--- config.mk ---
export PLATFORM = sky130hd
export DESIGN_NAME = sram_arbiter
export DESIGN_NICKNAME = d
export VERILOG_FILES = /design/src/rtl/sram_arb_pkg.sv /design/src/rtl/sram_arb_pick.sv /design/src/rtl/sram_arbiter.sv
export SDC_FILE = /design/constraint.sdc
export NUM_CORES = 1
export LEC_CHECK = 0
export CORE_MARGIN = 2
export CORE_UTILIZATION = 30
export DETAILED_ROUTE_END_ITERATION = 7
export GPL_ROUTABILITY_DRIVEN = 0
export GPL_TIMING_DRIVEN = 1
export MAX_ROUTING_LAYER = met4
export PLACE_DENSITY_LB_ADDON = 0.12
export SLEW_MARGIN = 20
export SYNTH_ARGS = -nofsm -noshare
export SYNTH_HDL_FRONTEND = slang
export SYNTH_SLANG_ARGS = --single-unit
--- constraint.sdc ---
create_clock -name clk_chipset -period 2.08 [get_ports clk_chipset]
set_input_delay 0.624 -clock clk_chipset [delete_from_list [all_inputs] [get_ports clk_chipset]]
set_output_delay 0.624 -clock clk_chipset [all_outputs]
set_load 0.02 [all_outputs]
--- src/rtl/sram_arb_pkg.sv ---
// Shared types and defaults for the SRAM arbiter: FSM states, owner encoding
// and grant-vector bit positions.
package sram_arb_pkg;

  localparam int unsigned DEF_ACCESS_CYCLES = 3;
  localparam int unsigned DEF_AW            = 21;

  typedef enum logic [1:0] {
    ST_IDLE,
    ST_SETUP,
    ST_ACTIVE,
    ST_HOLD
  } state_t;

  typedef enum logic [1:0] {
    OWN_VID = 2'd0,
    OWN_CPU = 2'd1,
    OWN_LDR = 2'd2
  } owner_t;

  // Bit positions in the request/grant/mask vectors, aligned with owner_t.
  localparam int unsigned IDX_VID = 0;
  localparam int unsigned IDX_CPU = 1;
  localparam int unsigned IDX_LDR = 2;

  // last_grant value meaning "loader was granted last", so the CPU wins next.
  localparam logic LG_LDR = 1'b1;

  function automatic logic [2:0] owner_onehot(input owner_t own);
    logic [2:0] v;
    v = '0;
    case (own)
      OWN_VID: v[IDX_VID] = 1'b1;
      OWN_CPU: v[IDX_CPU] = 1'b1;
      OWN_LDR: v[IDX_LDR] = 1'b1;
      default: v = '0;
    endcase
    return v;
  endfunction

endpackage

--- src/rtl/sram_arb_pick.sv ---
// Combinational requester selection: video first, then CPU/loader round-robin.
module sram_arb_pick
  import sram_arb_pkg::*;
(
  input  logic [2:0] req,
  input  logic [2:0] mask,
  input  logic       last_grant,
  output logic [2:0] grant
);

  logic [2:0] eff;

  always_comb begin
    eff   = req & ~mask;
    grant = '0;
    if (eff[IDX_VID]) begin
      grant[IDX_VID] = 1'b1;
    end else if (eff[IDX_CPU] && eff[IDX_LDR]) begin
      if (last_grant == LG_LDR) grant[IDX_CPU] = 1'b1;
      else                      grant[IDX_LDR] = 1'b1;
    end else if (eff[IDX_CPU]) begin
      grant[IDX_CPU] = 1'b1;
    end else if (eff[IDX_LDR]) begin
      grant[IDX_LDR] = 1'b1;
    end
  end

endmodule

--- src/rtl/sram_arbiter.sv ---
// Three-port arbiter for an async 8-bit SRAM: video reads, CPU read/write,
// loader writes; one access at a time through IDLE/SETUP/ACTIVE/HOLD.
module sram_arbiter
  import sram_arb_pkg::*;
#(
  parameter int unsigned ACCESS_CYCLES = DEF_ACCESS_CYCLES,
  parameter int unsigned AW            = DEF_AW
) (
  input  logic          clk_chipset,
  input  logic          reset,

  input  logic          vid_req,
  input  logic [AW-1:0] vid_addr,
  output logic          vid_ack,
  output logic [7:0]    vid_rdata,

  input  logic          cpu_req,
  input  logic          cpu_we,
  input  logic [AW-1:0] cpu_addr,
  input  logic [7:0]    cpu_wdata,
  output logic          cpu_ack,
  output logic [7:0]    cpu_rdata,

  input  logic          ldr_req,
  input  logic [AW-1:0] ldr_addr,
  input  logic [7:0]    ldr_wdata,
  output logic          ldr_ack,

  output logic [AW-1:0] SRAM_ADDR,
  output logic          SRAM_WE_n,
  output logic [7:0]    sram_dout,
  output logic          sram_oe,
  input  logic [7:0]    sram_din
);

  localparam logic [3:0] LAST_CNT = 4'(ACCESS_CYCLES - 1);

  state_t        state;
  owner_t        owner;
  logic          cur_we;
  logic [3:0]    cnt;
  logic          last_grant;

  logic [2:0]    req_vec;
  logic [2:0]    mask;
  logic [2:0]    grant;

  owner_t        nxt_owner;
  logic          nxt_we;
  logic [AW-1:0] nxt_addr;
  logic [7:0]    nxt_wdata;

  assign req_vec = {ldr_req, cpu_req, vid_req};

  // The requester being acked in HOLD still has req high; keep it out.
  always_comb begin
    mask = '0;
    if (state == ST_HOLD) mask = owner_onehot(owner);
  end

  sram_arb_pick u_pick (
    .req        (req_vec),
    .mask       (mask),
    .last_grant (last_grant),
    .grant      (grant)
  );

  always_comb begin
    nxt_owner = OWN_VID;
    nxt_we    = 1'b0;
    nxt_addr  = vid_addr;
    nxt_wdata = '0;
    if (grant[IDX_CPU]) begin
      nxt_owner = OWN_CPU;
      nxt_we    = cpu_we;
      nxt_addr  = cpu_addr;
      nxt_wdata = cpu_wdata;
    end else if (grant[IDX_LDR]) begin
      nxt_owner = OWN_LDR;
      nxt_we    = 1'b1;
      nxt_addr  = ldr_addr;
      nxt_wdata = ldr_wdata;
    end
  end

  always_ff @(posedge clk_chipset) begin
    if (reset) begin
      state      <= ST_IDLE;
      owner      <= OWN_VID;
      cur_we     <= 1'b0;
      cnt        <= '0;
      last_grant <= LG_LDR;
      SRAM_ADDR  <= '0;
      SRAM_WE_n  <= 1'b1;
      sram_oe    <= 1'b0;
      sram_dout  <= '0;
      vid_rdata  <= '0;
      cpu_rdata  <= '0;
      vid_ack    <= 1'b0;
      cpu_ack    <= 1'b0;
      ldr_ack    <= 1'b0;
    end else begin
      vid_ack <= 1'b0;
      cpu_ack <= 1'b0;
      ldr_ack <= 1'b0;
      case (state)
        ST_IDLE, ST_HOLD: begin
          SRAM_WE_n <= 1'b1;
          if (|grant) begin
            state     <= ST_SETUP;
            owner     <= nxt_owner;
            cur_we    <= nxt_we;
            SRAM_ADDR <= nxt_addr;
            sram_oe   <= nxt_we;
            sram_dout <= nxt_wdata;
            if (!grant[IDX_VID]) last_grant <= grant[IDX_LDR];
          end else begin
            state   <= ST_IDLE;
            sram_oe <= 1'b0;
          end
        end
        ST_SETUP: begin
          state     <= ST_ACTIVE;
          cnt       <= '0;
          SRAM_WE_n <= ~cur_we;
        end
        ST_ACTIVE: begin
          if (cnt == LAST_CNT) begin
            state     <= ST_HOLD;
            SRAM_WE_n <= 1'b1;
            if (!cur_we) begin
              if (owner == OWN_VID) vid_rdata <= sram_din;
              if (owner == OWN_CPU) cpu_rdata <= sram_din;
            end
            vid_ack <= (owner == OWN_VID);
            cpu_ack <= (owner == OWN_CPU);
            ldr_ack <= (owner == OWN_LDR);
          end else begin
            cnt <= cnt + 4'd1;
          end
        end
        default: state <= ST_IDLE;
      endcase
    end
  end

endmodule

# Word level (Yosys, flattened, before mapping)
# Index checks and enable logic that the tools add are counted.
# classes
bitwise	6
reduce_logical	12
n_eq_ne	8
n_mux	28
n_addsub	1
# op_table
operator	n
$mux W21	2
$mux W8	2
$mux W1	14
$mux W2	5
$pmux W4 S2	1
$reduce_and A4 Y1	2
$eq A2 B2 Y1 const B	3
$pmux W2 S3	1
$reduce_or A3 Y1	2
$add A4 B1 Y4 const B	1
$eq A2 B1 Y1 const B	2
$eq A4 B2 Y1 const B	1
$logic_not A2 Y1	2
$mux W4	1
$ne A2 B2 Y1 const B	2
$not A1 Y1	4
$reduce_and A2 Y1	2
$and A3 B3 Y3	1
$mux W3	1
$not A3 Y3	1
$pmux W1 S3	1
$reduce_and A3 Y1	1
$reduce_bool A2 Y1	1
$reduce_or A2 Y1	1
$logic_and A1 B1 Y1	1
# totals
input_bits	93
output_inout_bits	50
ff_bits	60
wordCells	69

# Logic depth before layout (Yosys ltp)
# logic_depth
depth_word	12
ltp_mapped	10
mapped_depth_nobuf	7

# Hierarchy
# Synthesis repeated with hierarchy kept, for this count alone.
# unflattened
cells_unflattened	316
area_unflattened_um2	2932.8
# by_module_without_submodules
module	instances	cells_each	seq_area_each_um2	area_each_um2
sram_arbiter	1	311	1201.2	2872.8
sram_arb_pick	1	5	0.0	60.1

# Worst setup path before layout
# OpenSTA, ideal clock, no wires.
# synth_timing
path_kind	input to register
startpoint	input vid_req
endpoint	register state[0]
arrival_ns	1.894
n_path_buf	3
required_time_ns	1.952
path_stages	7
setup_slack_ns	0.058
path_cell_list	clkbuf_1 > or4_1 > and3_1 > buf_2 > buf_6 > a21oi_2 > nor2_1
# synth_between
elab_chain_len	5
word_cells_on_any_way	6
classes_between	mux (4); bitwise (1); reduce/logical (1)
# synth_rtl
item	line_no	source
start, declared	sram_arbiter.sv:12	input logic vid_req,
$and A3 B3 Y3 *	sram_arb_pick.sv:14	eff = req & ~mask;
$mux W1 / $mux W2 (equally long branches)	sram_arb_pick.sv:16	if (eff[IDX_VID]) begin
$reduce_or A3 Y1 *	sram_arbiter.sv:109	if (|grant) begin
$mux W1 *	sram_arbiter.sv:109	
$pmux W2 S3 *	sram_arbiter.sv:106	case (state)
end signal, assigned	sram_arbiter.sv:110	state <= ST_SETUP;
end signal, assigned	sram_arbiter.sv:118	state <= ST_IDLE;
end signal, assigned	sram_arbiter.sv:123	state <= ST_ACTIVE;
end, declared	sram_arbiter.sv:38	state_t state;
# Every way passes the cells marked *; elsewhere a longest branch is shown, timed or not.
# A chain may end at the register's enable or synchronous reset.

# Worst setup path after layout
# layout_timing
startpoint	input vid_req
endpoint	register SRAM_ADDR[4]
# layout_between
elab_chain_len	4
word_cells_on_any_way	7
classes_between	mux (4); bitwise (1); reduce/logical (2)
# layout_rtl
item	line_no	source
$and A3 B3 Y3 *	sram_arb_pick.sv:14	
$mux W1 / $mux W2 (equally long branches)	sram_arb_pick.sv:16	
$reduce_or A3 Y1 / $mux W21 (equally long branches)	sram_arbiter.sv:109, sram_arbiter.sv:78	
$reduce_and A2 Y1 (no line) / $mux W21 (equally long branches)	--	
end signal, assigned	sram_arbiter.sv:113	SRAM_ADDR <= nxt_addr;
end, declared	sram_arbiter.sv:29	output logic [AW-1:0] SRAM_ADDR,
# Marks and branches as above.

==> key figures <==
Logic synthesis
  – Net Count, Synth: 412
  – Post-Syn Instances: 314
  – Sequential share of the synthesized area: 42.82%
  – Avg Inst Size Synth: 8.934 um^2
  – Number of distinct library cells after synthesis: 42
  – Post-synthesis register bit count: 60
  – Warning count from the yosys run: 0
  – Mapped cell area: 0.002805 mm^2

Run
  – Max Cap Viol: 0

Floorplanning
  – Die Y: 100.7 um
  – Die Wd: 100.7 um
  – Starting Density: 30.65%
  – Std-Cell Rows: 35
  – # IOs: 143
  – Die area: 0.01014 mm^2
  – Core region area: 0.009153 mm^2

Clock tree
  – Clock latency at the later pin of the worst-skew pair: 0.34 ns
  – TritonCTS clock tree: built
  – CTS clk-pin slew, worst paths: 0.07 ns
  – Clock Path Buffers: 2
  – Num CTS Buffers: 9
  – H-tree Lvls: 3
  – CTS Root Cell: clkbuf_8
  – CTS sink cnt: 60

Timing
  – Clock period minus worst slack: 1.972 ns
  – Worst-margin pin slew: 0.3241 ns
  – Max Slew Vio Count: 0
  – Worst clock skew: 0.008688 ns
  – Crit share post-route: 94.80%
  – Setup Total Neg Slack: 0 ns
  – Slew headroom: 78.30%
  – RSZ-0062 raised after global routing: no
  – Setup-failing EPs final: 0
  – PnR worst setup slack: 0.1082 ns
  – Final hold vios: 0
  – Max frequency: 0.5072 GHz

Global route
  – Largest net degree at the start of global routing: 27
  – Vias in the first global route: 2817
  – Global Route Usage Sum: 18.06%
  – Initial antenna violation count: 0
  – GRT overflow: 0
  – First-pass GRT wire length: 14120 um

Detailed routing
  – # DRC: 0
  – Vias: 2947
  – Initial DRC count: 106
  – Vias per cell: 5.038
  – WL per Instance: 15.35 um
  – Final WL: 8978 um
  – DR pass1 iterations: 4
  – ANT nets after route: 0

Layout
  – Area occupied by multi-input gates: 0.001445 mm^2
  – Design area: 0.004733 mm^2
  – ANT cells: 0
  – Share of cells above drive strength 1: 13.29%
  – Post-layout util: 51.72%
  – # fillers: 870
  – P&R area growth vs syn: 68.73%
  – Layout Nets: 567
  – Sequential cell area: 0.001204 mm^2

Setup path
  – CP Max Fanout: 15
  – Max incr delay on CP: 0.43 ns
  – Worst Path Arrival: 2.21 ns
  – R2R setup slack: 0.14 ns
  – Critical Path Sink Type: register
  – Critical path's slowest cell: a2111oi_2
  – Critical path startpoint category: input pin
  – Crit. Startpoint: vid_req
  – CP required: 2.32 ns
  – Worst path cell trace: dlygate4sd2_1 > a2111oi_2 > o21a_2 > buf_12 > a22oi_1 > a311oi_1
  – Setup CP Type: input pin to register
  – Worst r2r src: state[0]$_SDFFE_PP0P_

Power
  – Power Total: 0.005622 W
  – Peak VDD IR: 0.5992 mV
  – Leak: 1.714 nW
  – PD cells: 1188 mW/mm^2

Place
  – Buffers on Ports: 142
  – Pre-CTS setup slack: -0.4853 ns
  – DP Area: 0.004448 mm^2
  – Dpl hpwl: 6172 um

Worst hold path
  – Hold Path Class: register to register
  – Worst Hold Launch: sram_oe$_SDFFE_PP0N_

Status
  – Status: finished, final reports clean
[registers in the layout, indices dropped and copies added (netlist names), 2 cells and up]
register and flops:
SRAM_ADDR 21, cnt 4, cpu_rdata 8, owner 2, sram_dout 8, state 2, vid_rdata 8
[worst max-delay path: cells and delay by family]
kind / cells / cell delay (ns)
buf+inv: 2 / 0.50
compound gates: 4 / 1.08
[cells in the mapped netlist (all sizes together)]
cell type | n | area (um^2)
o31a | 1 | 10.01
nand4bb | 1 | 11.26
clkbuf | 13 | 48.80
nand2b | 6 | 37.54
nand3 | 4 | 25.02
inv | 8 | 30.03
nor4 | 1 | 21.27
nand4 | 1 | 6.260
mux2i | 17 | 170.2
a221o | 1 | 10.01
dfxtp | 60 | 1201
or2 | 1 | 6.260
and2 | 1 | 6.260
nand2 | 16 | 60.06
nor4b | 1 | 8.760
or3 | 2 | 12.51
or4 | 1 | 7.510
o21a | 1 | 7.510
a21oi | 8 | 43.79
nor3b | 2 | 20.02
nor2b | 2 | 12.51
a221oi | 17 | 148.9
nor2 | 53 | 198.9
o21ai | 20 | 100.1
ha | 5 | 62.56
o22ai | 1 | 6.260
o211ai | 2 | 15.01
a311oi | 14 | 122.6
a22oi | 14 | 105.1
a2111oi | 1 | 15.01
nor3 | 12 | 71.32
buf | 14 | 106.4
a211oi | 11 | 82.58
and3 | 1 | 6.260
o31ai | 1 | 7.510
[worst paths after layout]
check,depth (start not counted),end
worst min-delay path,2,sram_oe$_SDFFE_PP0N_
worst max-delay path,6,SRAM_ADDR[4]$_SDFFE_PP0P_
worst max register to register,7,SRAM_ADDR[4]$_SDFFE_PP0P_
worst min register to register,2,sram_oe$_SDFFE_PP0N_
[final cells by class]
class,count,share of cell area [%]
repair buffers,171,36.14
well taps,111,2.934
multi-input cells,219,30.53
inverters,8,0.6344
clock buffers,9,2.617
flip-flops and latches,60,25.43
clock inverters,7,1.718
[power by group]
part	leakage [nW]	switching, W	internal [W]
clock	0.101	0.000525	0.000572
combinational	1.12	0.00151	0.00136
sequential	0.493	0.000196	0.00146
[what timing repair did]
action | CTS | global route
buffers inserted | 0 | 3
gates resized for setup | 6 | 9
hold buffers | 0 | 0
pin swaps | 2 | 3
gates cloned | 1 | 1
endpoints found under the setup margin | 31 | 25
[cell families (layout without fill, tap and decap cells)]
family	Yosys count	after routing	synth area share, %
AOI/OAI and AO/OA	92	92	24.04
muxes	17	17	6.066
and+or+nand+nor	105	105	18.24
buffers and inverters	35	195	6.601
adders and majority gates	5	5	2.230
DFF	60	60	42.82
[cells in the final DEF (no fill, tap or decap), types with 2 or more instances in the layout]
cell type	n
nand2_1	16
buf_4	22
a21oi_1	7
nor2b_1	2
clkdlybuf4s50_1	138
dfxtp_1	58
nand3_1	3
buf_12	5
a221oi_2	2
a221oi_1	15
a22oi_1	14
dfxtp_2	2
mux2i_1	17
a311oi_1	14
nand2b_1	6
nor2_1	53
clkbuf_8	9
a211oi_1	11
or3_1	2
inv_6	4
o211ai_1	2
ha_1	4
dlygate4sd2_1	2
inv_1	7
o21ai_0	20
nor3_1	11
nor3b_2	2
[metal layers]
layer  vias to the layer above  share of wire, %  wire (um)  global-route usage (%)
li1                       1470                 -          -                       -
met5                         -                 0          0                       -
met3                        13               6.4        576                   5.132
met2                       113                46       4142                   27.18
met4                         0               1.1         97                   4.742
met1                      1351                46       4162                   23.83
[metrics by stage]
stage,hold slack (ns),cells
2_1_floorplan,0.4831,314
5_1_grt,0.4973,585
4_1_cts,0.4650,581
3_5_place_dp,0.4531,564
3_3_place_gp,0.4526,564
6_report,0.4619,585
No activity file was read; power rests on OpenSTA's default activity.
